## src/rtl/imem_loader_if.sv

```systemverilog
// Host word stream into the instruction-ROM loader: valid/ready handshake carrying one word.
// The host side drives valid/data; the loader side drives ready.
interface imem_loader_if #(
  parameter int unsigned DW = 32
) ();
  logic          s_valid;
  logic [DW-1:0] s_data;
  logic          s_ready;

  modport master (
    output s_valid,
    output s_data,
    input  s_ready
  );

  modport slave (
    input  s_valid,
    input  s_data,
    output s_ready
  );
endinterface

```

## src/rtl/imem_loader.sv

```systemverilog
// Instruction-ROM program loader: streams an image into the ROM, reads it back,
// compares checksums and releases the core from reset only after a clean verify.
module imem_loader #(
  parameter int unsigned AW    = 6,
  parameter int unsigned DW    = 32,
  parameter int unsigned DEPTH = 64
) (
  input  logic          clk,
  input  logic          rst,
  input  logic          start,
  input  logic [AW:0]   len,
  imem_loader_if.slave  host,
  output logic          rom_we,
  output logic [AW-1:0] rom_addr,
  output logic [DW-1:0] rom_wdata,
  input  logic [DW-1:0] rom_rdata,
  output logic          busy,
  output logic          done,
  output logic          err,
  output logic          cpu_hold,
  output logic [DW-1:0] checksum
);

  typedef enum logic [2:0] {
    StIdle,
    StLoad,
    StVerify,
    StDone,
    StError
  } state_e;

  localparam logic [AW:0] DepthLen = (AW + 1)'(DEPTH);

  state_e        state_q;
  logic [AW-1:0] addr_q;
  logic [AW:0]   len_q;
  logic [DW-1:0] lsum_q;
  logic [DW-1:0] vsum_q;
  logic [DW-1:0] checksum_q;
  logic          busy_q;
  logic          done_q;
  logic          err_q;
  logic          hold_q;

  logic          len_bad;
  logic          at_last;
  logic          load_hs;
  logic [DW-1:0] vsum_next;

  assign len_bad   = (len == '0) || (len > DepthLen);
  // Compare in AW+1 bits so len == DEPTH terminates at the top address without wrapping.
  assign at_last   = ({1'b0, addr_q} == (len_q - (AW + 1)'(1)));
  assign load_hs   = host.s_valid && host.s_ready;
  assign vsum_next = vsum_q + rom_rdata;

  assign host.s_ready = (state_q == StLoad);
  assign rom_we       = (state_q == StLoad) && host.s_valid;
  assign rom_addr     = addr_q;
  assign rom_wdata    = host.s_data;

  assign busy     = busy_q;
  assign done     = done_q;
  assign err      = err_q;
  assign cpu_hold = hold_q;
  assign checksum = checksum_q;

  always_ff @(posedge clk or posedge rst) begin
    if (rst) begin
      state_q    <= StIdle;
      addr_q     <= '0;
      len_q      <= '0;
      lsum_q     <= '0;
      vsum_q     <= '0;
      checksum_q <= '0;
      busy_q     <= 1'b0;
      done_q     <= 1'b0;
      err_q      <= 1'b0;
      hold_q     <= 1'b1;
    end else begin
      case (state_q)
        StIdle, StDone, StError: begin
          if (start) begin
            done_q <= 1'b0;
            hold_q <= 1'b1;
            if (len_bad) begin
              state_q <= StError;
              err_q   <= 1'b1;
              busy_q  <= 1'b0;
            end else begin
              state_q <= StLoad;
              err_q   <= 1'b0;
              busy_q  <= 1'b1;
              len_q   <= len;
              addr_q  <= '0;
              lsum_q  <= '0;
            end
          end
        end

        StLoad: begin
          if (load_hs) begin
            lsum_q <= lsum_q + host.s_data;
            if (at_last) begin
              state_q <= StVerify;
              addr_q  <= '0;
              vsum_q  <= '0;
            end else begin
              addr_q <= addr_q + AW'(1);
            end
          end
        end

        StVerify: begin
          vsum_q <= vsum_next;
          if (at_last) begin
            checksum_q <= lsum_q;
            busy_q     <= 1'b0;
            if (vsum_next == lsum_q) begin
              state_q <= StDone;
              done_q  <= 1'b1;
              hold_q  <= 1'b0;
            end else begin
              state_q <= StError;
              err_q   <= 1'b1;
            end
          end else begin
            addr_q <= addr_q + AW'(1);
          end
        end

        default: begin
          state_q <= StIdle;
          busy_q  <= 1'b0;
          done_q  <= 1'b0;
          err_q   <= 1'b0;
          hold_q  <= 1'b1;
        end
      endcase
    end
  end

endmodule
```

## src/flat_wrapper.sv

```systemverilog
// flat-port wrapper written by rule: the top's interface ports become plain ports
module imem_loader_flat 
#(
  parameter int unsigned AW    = 6,
  parameter int unsigned DW    = 32,
  parameter int unsigned DEPTH = 64
)
  (clk, rst, start, len, rom_we, rom_addr, rom_wdata, rom_rdata, busy, done, err, cpu_hold, checksum, host_s_valid, host_s_data, host_s_ready);
  imem_loader_if #(.DW(DW)) host_i ();
  input  logic clk;
  input  logic rst;
  input  logic start;
  input  logic [AW:0] len;
  output logic rom_we;
  output logic [AW-1:0] rom_addr;
  output logic [DW-1:0] rom_wdata;
  input  logic [DW-1:0] rom_rdata;
  output logic busy;
  output logic done;
  output logic err;
  output logic cpu_hold;
  output logic [DW-1:0] checksum;
  input wire logic [$bits(host_i.s_valid)-1:0] host_s_valid;
  input wire logic [$bits(host_i.s_data)-1:0] host_s_data;
  output wire logic [$bits(host_i.s_ready)-1:0] host_s_ready;
  assign host_i.s_valid = host_s_valid;
  assign host_i.s_data = host_s_data;
  assign host_s_ready = host_i.s_ready;
  imem_loader #(.AW(AW), .DW(DW), .DEPTH(DEPTH)) u_core (.clk(clk), .rst(rst), .start(start), .len(len), .host(host_i), .rom_we(rom_we), .rom_addr(rom_addr), .rom_wdata(rom_wdata), .rom_rdata(rom_rdata), .busy(busy), .done(done), .err(err), .cpu_hold(cpu_hold), .checksum(checksum));
endmodule
```

## config.mk

```make
export PLATFORM = sky130hd
export DESIGN_NAME = imem_loader_flat
export DESIGN_NICKNAME = d
export VERILOG_FILES = /design/src/rtl/imem_loader_if.sv /design/src/rtl/imem_loader.sv /design/src/flat_wrapper.sv
export SDC_FILE = /design/constraint.sdc
export NUM_CORES = 1
export LEC_CHECK = 0
export BUFFER_PORTS_ARGS = -buffer_cell sky130_fd_sc_hd__buf_4
export CAP_MARGIN = 20
export CORE_UTILIZATION = 40
export DETAILED_ROUTE_END_ITERATION = 6
export GPL_ROUTABILITY_DRIVEN = 1
export HOLD_SLACK_MARGIN = 0.03
export SLEW_MARGIN = 20
export SYNTH_ARGS = -nofsm -noshare
export SYNTH_HDL_FRONTEND = slang
export SYNTH_SLANG_ARGS = --single-unit
```

## constraint.sdc

```tcl
create_clock -name clk -period 4.75 [get_ports clk]
set_clock_uncertainty 0.1 [all_clocks]
set_input_delay 0.95 -clock clk [delete_from_list [all_inputs] [get_ports clk]]
set_output_delay 0.95 -clock clk [all_outputs]
set_load 0.01 [all_outputs]
```

==> metrics.csv, run 1 <==
metric,value,unit
max_freq,247,MHz
drive_gt1_share,22.6,%
postRouteAntennaNets,0,
vias_per_cell,5.70,
final_common_cell,buf_4,
critPathMaxStageDelay,0.53,ns
p_int,4.19,mW
hp-class,reg -> reg,
hold_violations,0,
grt-ovfl-total,0,
required,5.00,ns
antenna_found_initial,0,
relSlewSlack,33.9,%
leakagePower,5.29,nW
wl_per_cell,18.8,um
synth_seq_cells,116,
arrival,4.30,ns
synth.yosys.seq_area_share,30.2,%
path_class,in -> reg,
syn_nets,1232,
cts_buffers,17,
synth_cell_types,94,
dp_hpwl,22.2,mm
grt_pass1_wl,45.4,mm
synthFlopType,dfrtp_1,
power.share.clock,16.6,%
cts-resized-gates,0,
design.portCount,151,
postCtsHoldBufs,0,
cts_htree_levels,4,
cts_root_buffer,clkbuf_16,
cp-end-kind,register,
outcome,finished with violations,
cts_tree,done,
core_area,23500,um^2
vias,8751,
drv_cap,0,
setup_viol,0,
netlist_area,9600,um^2
yosys_warnings,0,
slew_viol_final,0,
crit_family,simple AND/OR/NAND/NOR gates,
rows,56,
num_antenna_cells,0,
firstDrtPassIters,7,
tightest_slew,0.989,ns
finalCriticalPeriod,4.05,ns
grt_pass1_vias,8238,
synth_edf_count,0,
worst_slack,0.698,ns
power.density,691,nW/um^2
switching_share,47.1,%
fp.dieH,157,um
start_util,40.8,%
routabilityCongestion,0.928,
rsz0062_at_grt,false,
post-cts-setup-buffer-count,0,
globalRouteTotalUtil,24.2,%
drc,1,
setup_tns,0,ns
fp.dieArea,24600,um^2
clk_latency,0.43,ns
layout.nets,1343,
setup.worst_path.start_class,input port,
avgSynthCellArea,8.80,um^2
final_cell_mix,"buf_4 (168), nand2_1 (121), dfrtp_1 (115)",
syn_to_final_growth,19.3,%
wl,28.8,mm
netlist_instances,1091,
cts_buffer_depth,2,
grt_max_degree,74,
worst-path-max-fanout,8,
slowest_stage,or4b_4,
portBuffers,150,
die_w,157,um
crit_chain,buf_4 -> ha_1 -> nand4_1 -> or4b_4 -> a2111o_1 -> and2_4 -> a311oi_2 -> mux2i_1 -> o2111ai_1 -> nor4_2 -> nand3_1 -> a211oi_2,
p_comb_share,60.4,%
pre_cts_slack,0.277,ns
violations,design-rule violations,
clkSinkCount,116,
synthArstFlopShare,100,%
seqPwrFrac,23.0,%
finalCritPeriodShare,85.3,%
critPathBufInv,1,
path_clk_slew,0.06,ns
max-vdd-ir-drop,0.250,mV
power_switching,3.73,mW
drtIter0Drc,561,
## flip-flops by register name, summed over array words and instances, names as in the netlist, 3 cells and up
| name | count |
|---|---|
| u_core.checksum | 32 |
| u_core.lsum_q | 32 |
| u_core.vsum_q | 32 |
| u_core.len_q | 7 |
| u_core.rom_addr | 6 |
| u_core.state_q | 3 |
## path summary, 6_finish.rpt
kind | slack, ns | end | cells after the start | startpoint
hold reg to reg | 0.38 | u_core.checksum[17] | 2 | u_core.checksum[17]
setup reg to reg | 0.94 | u_core.state_q[1] | 11 | u_core.vsum_q[8]
setup / recovery | 0.70 | u_core.state_q[1] | 12 | rom_rdata[8]
max in group asynchronous | 3.21 | u_core.vsum_q[21] | 4 | rst
hold / removal | 0.38 | u_core.checksum[17] | 2 | u_core.checksum[17]
min in group asynchronous | 0.39 | u_core.vsum_q[29] | 2 | rst
## cell type report
| class | count | area, um^2 |
|---|---|---|
| Clock buffer | 22 | 474 |
| Clock inverter | 10 | 123 |
| Fill cell | 2280 | 12100 |
| Inverter | 26 | 100 |
| Multi-Input combinational cell | 872 | 6170 |
| Sequential cell | 116 | 2900 |
| Tap cell | 319 | 399 |
| Timing Repair Buffer | 169 | 1290 |
## Yosys cell counts (all sizes together) (4+ instances only)
cell / instances / area [um^2]
nor3: 22 / 120
o21a: 12 / 90.1
a211oi: 13 / 113
o22ai: 9 / 56.3
o221ai: 4 / 35.0
xor2: 37 / 324
nor2b: 9 / 56.3
o211ai: 9 / 67.6
nor2: 71 / 269
mux2: 38 / 428
xnor2: 41 / 359
o31ai: 9 / 67.6
nand2: 121 / 454
a32oi: 4 / 35.0
or2: 9 / 56.3
or3: 7 / 48.8
o32ai: 4 / 35.0
clkbuf: 29 / 109
nand2b: 16 / 100
dfrtp: 115 / 2880
o21bai: 8 / 60.1
or4: 6 / 45.0
nor4: 11 / 75.1
a21o: 16 / 120
a221oi: 4 / 35.0
mux2i: 7 / 70.1
o31a: 6 / 52.6
ha: 64 / 801
nand3: 24 / 120
a21oi: 65 / 329
a21boi: 5 / 37.5
buf: 48 / 332
nor4b: 4 / 50.1
o21ai: 88 / 452
and3: 9 / 61.3
and2: 6 / 40.0
a311oi: 4 / 41.3
a22o: 8 / 70.1
o2111ai: 6 / 58.8
xnor3: 6 / 135
inv: 25 / 93.8
nand3b: 4 / 30.0
nand4: 21 / 131
a31oi: 18 / 128
## power by group through the flow
stage | combinational (mW) | sequential [mW] | clock (mW)
after detailed placement | 4.71 | 1.82 | 0
final | 4.78 | 1.82 | 1.31
after global routing | 5.28 | 1.86 | 1.38
after floorplan | 3.67 | 1.60 | 0
after global placement | 4.70 | 1.82 | 0
after CTS | 4.74 | 1.81 | 1.33
## layer usage
| layer | GRT usage (%) | part of all wire [%] |
|---|---|---|
| met2 | 38.1 | 46 |
| met3 | 3.36 | 4.6 |
| met4 | 7.94 | 2.2 |
| met1 | 33.9 | 47 |
| met5 | 0 | 0 |
## through the flow
stage                     area, um^2  util [%]  hold WS [ns]  power, mW  instances
after floorplan                 9600         -         0.354       5.27       1091
after global placement         10800      46.0         0.363       6.51       1501
after detailed placement       10800      46.0         0.372       6.53       1501
after CTS                      11400      48.5         0.384       7.88       1533
after global routing           11500      48.7         0.406       8.52       1534
final                          11500      48.7         0.375       7.92       1534
## kinds of logic (layout without fill, tap and decap cells)
group	count (synthesis)	after routing	share of synthesized area, %
buffers and inverters	103	227	5.60
AO/OA/AOI/OAI	322	322	22.7
multiplexers	45	45	5.19
XOR/XNOR	86	86	9.02
adder cells (fa/ha/maj)	66	66	8.75
AND/OR/NAND/NOR	353	353	18.5
flip-flops	116	116	30.2
## worst register-to-register path, stage by stage, from the launching register on
cell and delay (ns):
dfrtp_1 0.38, ha_1 0.46, nand4_1 0.18, or4b_4 0.53
a2111o_1 0.40, and2_4 0.22, a311oi_2 0.37, mux2i_1 0.24
o2111ai_1 0.13, nor4_2 0.35, nand3_1 0.17, a211oi_2 0.19
Power figures use the tool's default switching activity.
==> inputs of run 2 (changes only) <==
--- a/config.mk
+++ b/config.mk
@@ -5,7 +5,7 @@
 export SDC_FILE = /design/constraint.sdc
 export NUM_CORES = 1
 export LEC_CHECK = 0
-export BUFFER_PORTS_ARGS = -buffer_cell sky130_fd_sc_hd__buf_4
+export BUFFER_PORTS_ARGS = -buffer_cell sky130_fd_sc_hd__buf_2
 export CAP_MARGIN = 20
 export CORE_UTILIZATION = 40
 export DETAILED_ROUTE_END_ITERATION = 6
==> run 2 against run 1 <==
The run now ends clean. Flip-flop and latch count unchanged. Clock power up 7%. Setup slack better by 0.017 ns. Design area down 3.3%. Via count down 0.27%. Critical path type unchanged. Critical endpoint is now u_core.state_q[2]. Largest power group unchanged.
==> metrics.csv, run 2 (synthesized netlist as in run 1, its figures left out) <==
metric,value,unit,change
outcome,finished clean,,was finished with violations
switching_share,46.8,%,was 47.1%
fin_cells,1532,,was 1534
path_class,in -> reg,,unchanged
post-cts-setup-buffer-count,0,,unchanged
critPathBufInv,1,,unchanged
grt_max_degree,73,,was 74
cts-resized-gates,0,,unchanged
power_switching,3.71,mW,was 3.73 mW
postRouteAntennaNets,0,,unchanged
rsz0062_at_grt,false,,unchanged
p_int,4.21,mW,was 4.19 mW
globalRouteTotalUtil,23.5,%,was 24.2%
wl,28.3,mm,was 28.8 mm
leakagePower,5.20,nW,was 5.29 nW
final_cell_mix,"buf_2 (150), nand2_1 (121), dfrtp_1 (115)",,"was buf_4 (168), nand2_1 (121), dfrtp_1 (115)"
hold_violations,0,,unchanged
pre_cts_slack,0.287,ns,was 0.277 ns
slowest_stage,or4b_4,,unchanged
rrSetupSlack,0.95,ns,was 0.94 ns
postCtsHoldBufs,0,,unchanged
rows,56,,unchanged
seqPwrFrac,22.9,%,was 23.0%
required,4.95,ns,was 5.00 ns
arrival,4.23,ns,was 4.30 ns
critPathMaxStageDelay,0.53,ns,about the same
cts_buffer_depth,2,,unchanged
clk_latency,0.43,ns,about the same
final_common_cell,buf_2,,was buf_4
cts_tree,done,,unchanged
startpoint,rom_rdata[8],,unchanged
grt_pass1_vias,8262,,was 8238
design.portCount,151,,unchanged
drtIter0Drc,567,,was 561
crit_chain,buf_2 -> ha_1 -> nand4_1 -> or4b_4 -> nand3_1 -> a31oi_1 -> o21ai_1 -> xor3_1 -> nor4_1 -> nor4b_4 -> and3_4 -> o21ai_2,,was buf_4 -> ha_1 -> nand4_1 -> or4b_4 -> a2111o_1 -> and2_4 -> a311oi_2 -> mux2i_1 -> o2111ai_1 -> nor4_2 -> nand3_1 -> a211oi_2
fp.dieArea,24600,um^2,unchanged
setup_viol,0,,unchanged
cts_buffers,17,,unchanged
r2r_start,u_core.vsum_q[8],,unchanged
path_clk_slew,0.06,ns,about the same
power.share.clock,17.6,%,was 16.6%
seq_area,2900,um^2,unchanged
multi_input_area,6170,um^2,unchanged
whs,0.379,ns,was 0.375 ns
layout.nets,1341,,was 1343
relSlewSlack,31.1,%,was 33.9%
cts_htree_levels,4,,unchanged
core_area,23500,um^2,unchanged
finalCritPeriodShare,84.9,%,was 85.3%
p_comb_share,59.4,%,was 60.4%
tightest_slew,1.03,ns,was 0.989 ns
setup_tns,0,ns,unchanged
wl_per_cell,18.5,um,was 18.8 um
vias_per_cell,5.70,,about the same
dp_cells,1500,,was 1501
cp-end-kind,register,,unchanged
finalCriticalPeriod,4.04,ns,was 4.05 ns
drive_gt1_share,22.6,%,about the same
utilization,47.1,%,was 48.7%
firstDrtPassIters,5,,was 7
crit_family,simple AND/OR/NAND/NOR gates,,unchanged
setup.worst_path.start_class,input port,,unchanged
cts_root_buffer,clkbuf_16,,unchanged
fillCellCount,2368,,was 2280
antenna_found_initial,0,,unchanged
drv_cap,0,,unchanged
hp-class,reg -> reg,,unchanged
syn_to_final_growth,15.4,%,was 19.3%
portBuffers,150,,unchanged
min_from,u_core.checksum[22],,was u_core.checksum[17]
max-vdd-ir-drop,0.267,mV,was 0.250 mV
worst-path-max-fanout,8,,unchanged
grt-ovfl-total,0,,unchanged
slew_viol_final,0,,unchanged
die_w,157,um,unchanged
vias,8727,,was 8751
dp_hpwl,22.1,mm,was 22.2 mm
grt_pass1_wl,44.4,mm,was 45.4 mm
routabilityCongestion,0.944,,was 0.928
power.density,714,nW/um^2,was 691 nW/um^2
clkSinkCount,116,,unchanged
fp.dieH,157,um,unchanged
start_util,40.8,%,unchanged
num_antenna_cells,0,,unchanged
drc,0,,was 1
worst_slack,0.715,ns,was 0.698 ns
max_freq,248,MHz,was 247 MHz
run 2: changes by cell type in the layout (fill, tap and decap cells not counted):
cell,before,now
buf_4,168,17
buf_2,0,150
clkbuf_8,3,0
clkinv_4,2,5
bufinv_16,2,4
buf_16,1,0
clkbuf_1,2,1
clkinvlp_4,3,2
run 2: path summary, 6_finish.rpt:
path                                        to  depth (start not counted)
max                          u_core.state_q[2]                         12
min                        u_core.checksum[22]                          2
max reg2reg                  u_core.state_q[2]                         11
min reg2reg                u_core.checksum[22]                          2
max in group asynchronous  u_core.checksum[23]                          3
min in group asynchronous    u_core.vsum_q[24]                          2
run 2: layout make-up:
cell class / instances / share of cell area, %
multi-input cells: 872 / 55.7
clock buffers: 18 / 3.87
repair buffers: 167 / 7.93
inverters: 26 / 0.903
clock inverters: 14 / 1.82
well taps: 319 / 3.60
flip-flops and latches: 116 / 26.2
run 2: worst register-to-register path: cells and delay by family, from the launching register on:
family,cells,cell delay [ns]
AOI/OAI and AO/OA,3,0.47
xor gates and xnor gates,1,0.26
adders and majority gates,1,0.44
and+or+nand+nor,6,2.02
DFF,1,0.39
run 2: power by group through the flow:
| stage | logic [mW] | clock network, mW | registers (mW) |
|---|---|---|---|
| floorplan | 3.67 | 0 | 1.60 |
| global placement | 4.61 | 0 | 1.81 |
| detailed placement | 4.65 | 0 | 1.82 |
| CTS | 4.67 | 1.42 | 1.80 |
| global route | 5.18 | 1.46 | 1.86 |
| finish | 4.70 | 1.40 | 1.81 |
run 2: metrics by stage:
stage               total power [mW]  cell area, um^2
floorplan                       5.27             9600
global placement                6.41            10500
detailed placement              6.46            10500
CTS                             7.89            11100
global route                    8.51            11100
finish                          7.91            11100
run 2: per-layer routing:
| metal | share of wire (%) | global-route usage [%] | vias to the layer above | wire [um] |
|---|---|---|---|---|
| met5 | 0 | 0 | - | 0 |
| met4 | 3.0 | 9.06 | 0 | 861 |
| met2 | 45 | 36.9 | 280 | 12800 |
| met3 | 5.3 | 4.24 | 51 | 1500 |
| li1 | - | - | 4245 | - |
| met1 | 46 | 31.9 | 4151 | 13100 |
==> inputs of run 3 (changes only) <==
==> constraint.sdc (replaced) <==
create_clock -name clk -period 4.1 [get_ports clk]
set_clock_uncertainty 0.1 [all_clocks]
set_input_delay 0.82 -clock clk [delete_from_list [all_inputs] [get_ports clk]]
set_output_delay 0.82 -clock clk [all_outputs]
set_load 0.01 [all_outputs]
==> run 3 against run 2 <==
Largest power group unchanged. Total power increased by 22%. Critical path depth did not move. Clock-buffer cell count is the same. Global-route usage up 1.5 points. Routed wire length increased by 5.6%. Combinational power increased by 29%. Flip-flop and latch count is the same. Cell count is 4.1% higher. Register-to-register slack got worse by 0.59 ns. Highest routed layer unchanged.
==> metrics.csv, run 3 (synthesized netlist as in run 1, its figures left out) <==
metric,value,unit,change
outcome,finished clean,,unchanged
vias_per_cell,5.66,,was 5.70
finalCritPeriodShare,93.0,%,
dp_cells,1563,,was 1500
design.portCount,151,,unchanged
grt_pass1_vias,8525,,was 8262
final_cell_mix,"buf_2 (150), nand2_1 (121), dfrtp_1 (115)",,unchanged
seqPwrFrac,21.4,%,was 22.9%
max-vdd-ir-drop,0.282,mV,was 0.267 mV
tightest_slew,1.03,ns,about the same
die_w,157,um,unchanged
cts_htree_levels,4,,unchanged
path_class,in -> reg,,unchanged
slew_viol_final,0,,unchanged
grt_pass1_wl,46.8,mm,was 44.4 mm
dp_hpwl,23.4,mm,was 22.1 mm
leakagePower,5.50,nW,was 5.20 nW
hp-class,reg -> reg,,unchanged
arrival,4.02,ns,was 4.23 ns
clk_latency,0.44,ns,was 0.43 ns
required,4.31,ns,was 4.95 ns
layout.nets,1404,,was 1341
path_clk_slew,0.06,ns,about the same
max_freq,262,MHz,
syn_to_final_growth,20.0,%,was 15.4%
grt_use_met2,39.5,%,was 36.9%
setup.worst_path.start_class,input port,,unchanged
dpl_cell_area,10900,um^2,was 10500 um^2
cts-resized-gates,0,,unchanged
power.share.clock,15.7,%,was 17.6%
cp-end-kind,register,,unchanged
setup_viol,0,,unchanged
met1_usage,34.5,%,was 31.9%
postRouteAntennaNets,0,,unchanged
drc,0,,unchanged
power.density,835,nW/um^2,was 714 nW/um^2
fp.dieArea,24600,um^2,unchanged
antenna_found_initial,0,,unchanged
drv_cap,0,,unchanged
grt_max_degree,64,,was 73
drtIter0Drc,769,,was 567
clkSinkCount,116,,unchanged
num_antenna_cells,0,,unchanged
grt-ovfl-total,0,,unchanged
vias,9027,,was 8727
power_switching,4.53,mW,was 3.71 mW
final_area,11500,um^2,was 11100 um^2
firstDrtPassIters,5,,unchanged
finalCriticalPeriod,3.81,ns,
wl,29.9,mm,was 28.3 mm
cts_buffer_depth,2,,unchanged
relSlewSlack,30.9,%,was 31.1%
met3_usage,3.88,%,was 4.24%
p_comb_share,62.8,%,was 59.4%
multi_input_area,6170,um^2,unchanged
cts_tree,done,,unchanged
postCtsHoldBufs,0,,unchanged
routabilityCongestion,0.941,,was 0.944
post-cts-setup-buffer-count,0,,unchanged
final_common_cell,buf_2,,unchanged
portBuffers,150,,unchanged
hold_violations,0,,unchanged
rsz0062_at_grt,false,,unchanged
wl_per_cell,18.7,um,was 18.5 um
rows,56,,unchanged
fillCellCount,2313,,was 2368
worst-path-max-fanout,3,,was 8
p_int,5.10,mW,was 4.21 mW
globalRouteTotalUtil,24.9,%,was 23.5%
cts_root_buffer,clkbuf_16,,unchanged
switching_share,47.1,%,was 46.8%
fin_cells,1595,,was 1532
core_area,23500,um^2,unchanged
fp.dieH,157,um,unchanged
cts_buffers,17,,unchanged
drive_gt1_share,26.5,%,was 22.6%
start_util,40.8,%,unchanged
seq_area,2900,um^2,unchanged
top_usage_layer,met2,,unchanged
==> run 3: critical path, stage by stage <==
cell and delay (ns):
buf_2 0.10, ha_1 0.31, nand4_1 0.15, or4b_4 0.53, a2111o_1 0.42, and2_4 0.19, a311oi_2 0.39, mux2i_1 0.24
o2111ai_1 0.14, nor4_2 0.38, and3_4 0.29, o21ai_2 0.06
==> run 3: worst paths after layout <==
path | startpoint | depth (start not counted) | to | slack, ns
setup / recovery | rom_rdata[6] | 12 | u_core.state_q[2] | 0.29
setup reg to reg | u_core.vsum_q[6] | 11 | u_core.state_q[2] | 0.36
max in group asynchronous | rst | 3 | u_core.checksum[7] | 2.67
hold / removal | u_core.checksum[17] | 2 | u_core.checksum[17] | 0.37
min in group asynchronous | rst | 2 | u_core.vsum_q[10] | 0.42
hold reg to reg | u_core.checksum[17] | 2 | u_core.checksum[17] | 0.37
==> run 3: power groups by stage <==
stage	registers [mW]	logic (mW)	clock network, mW
after floorplan	1.86	4.25	0
after CTS	2.04	5.99	1.54
final	2.06	6.05	1.51
after global routing	2.11	6.65	1.58
after global placement	2.05	5.89	0
after detailed placement	2.06	5.96	0
==> run 3: final cells by class <==
cell class	instances	share of cell area [%]
multi-input cells	872	53.5
flip-flops and latches	116	25.2
repair buffers	230	11.9
clock buffers	18	3.81
well taps	319	3.46
clock inverters	14	1.24
inverters	26	0.868
==> run 3: stage by stage <==
stage | total power, mW | utilization, % | worst slack [ns] | hold slack [ns] | TNS, ns
after floorplan | 6.10 | - | 0.109 | 0.354 | 0
after CTS | 9.57 | 49.0 | 0.316 | 0.380 | 0
after detailed placement | 8.02 | 46.5 | -0.122 | 0.367 | -0.551
after global routing | 10.3 | 49.0 | 0.0992 | 0.404 | 0
after global placement | 7.95 | 46.5 | -0.0312 | 0.357 | -0.0729
final | 9.63 | 49.0 | 0.288 | 0.372 | 0
==> run 3: per-layer routing <==
| metal | vias to the layer above | share of wire (%) |
|---|---|---|
| met1 | 4336 | 47 |
| met3 | 38 | 5.8 |
| met2 | 282 | 46 |
| li1 | 4371 | - |
| met4 | 0 | 1.9 |
| met5 | - | 0 |
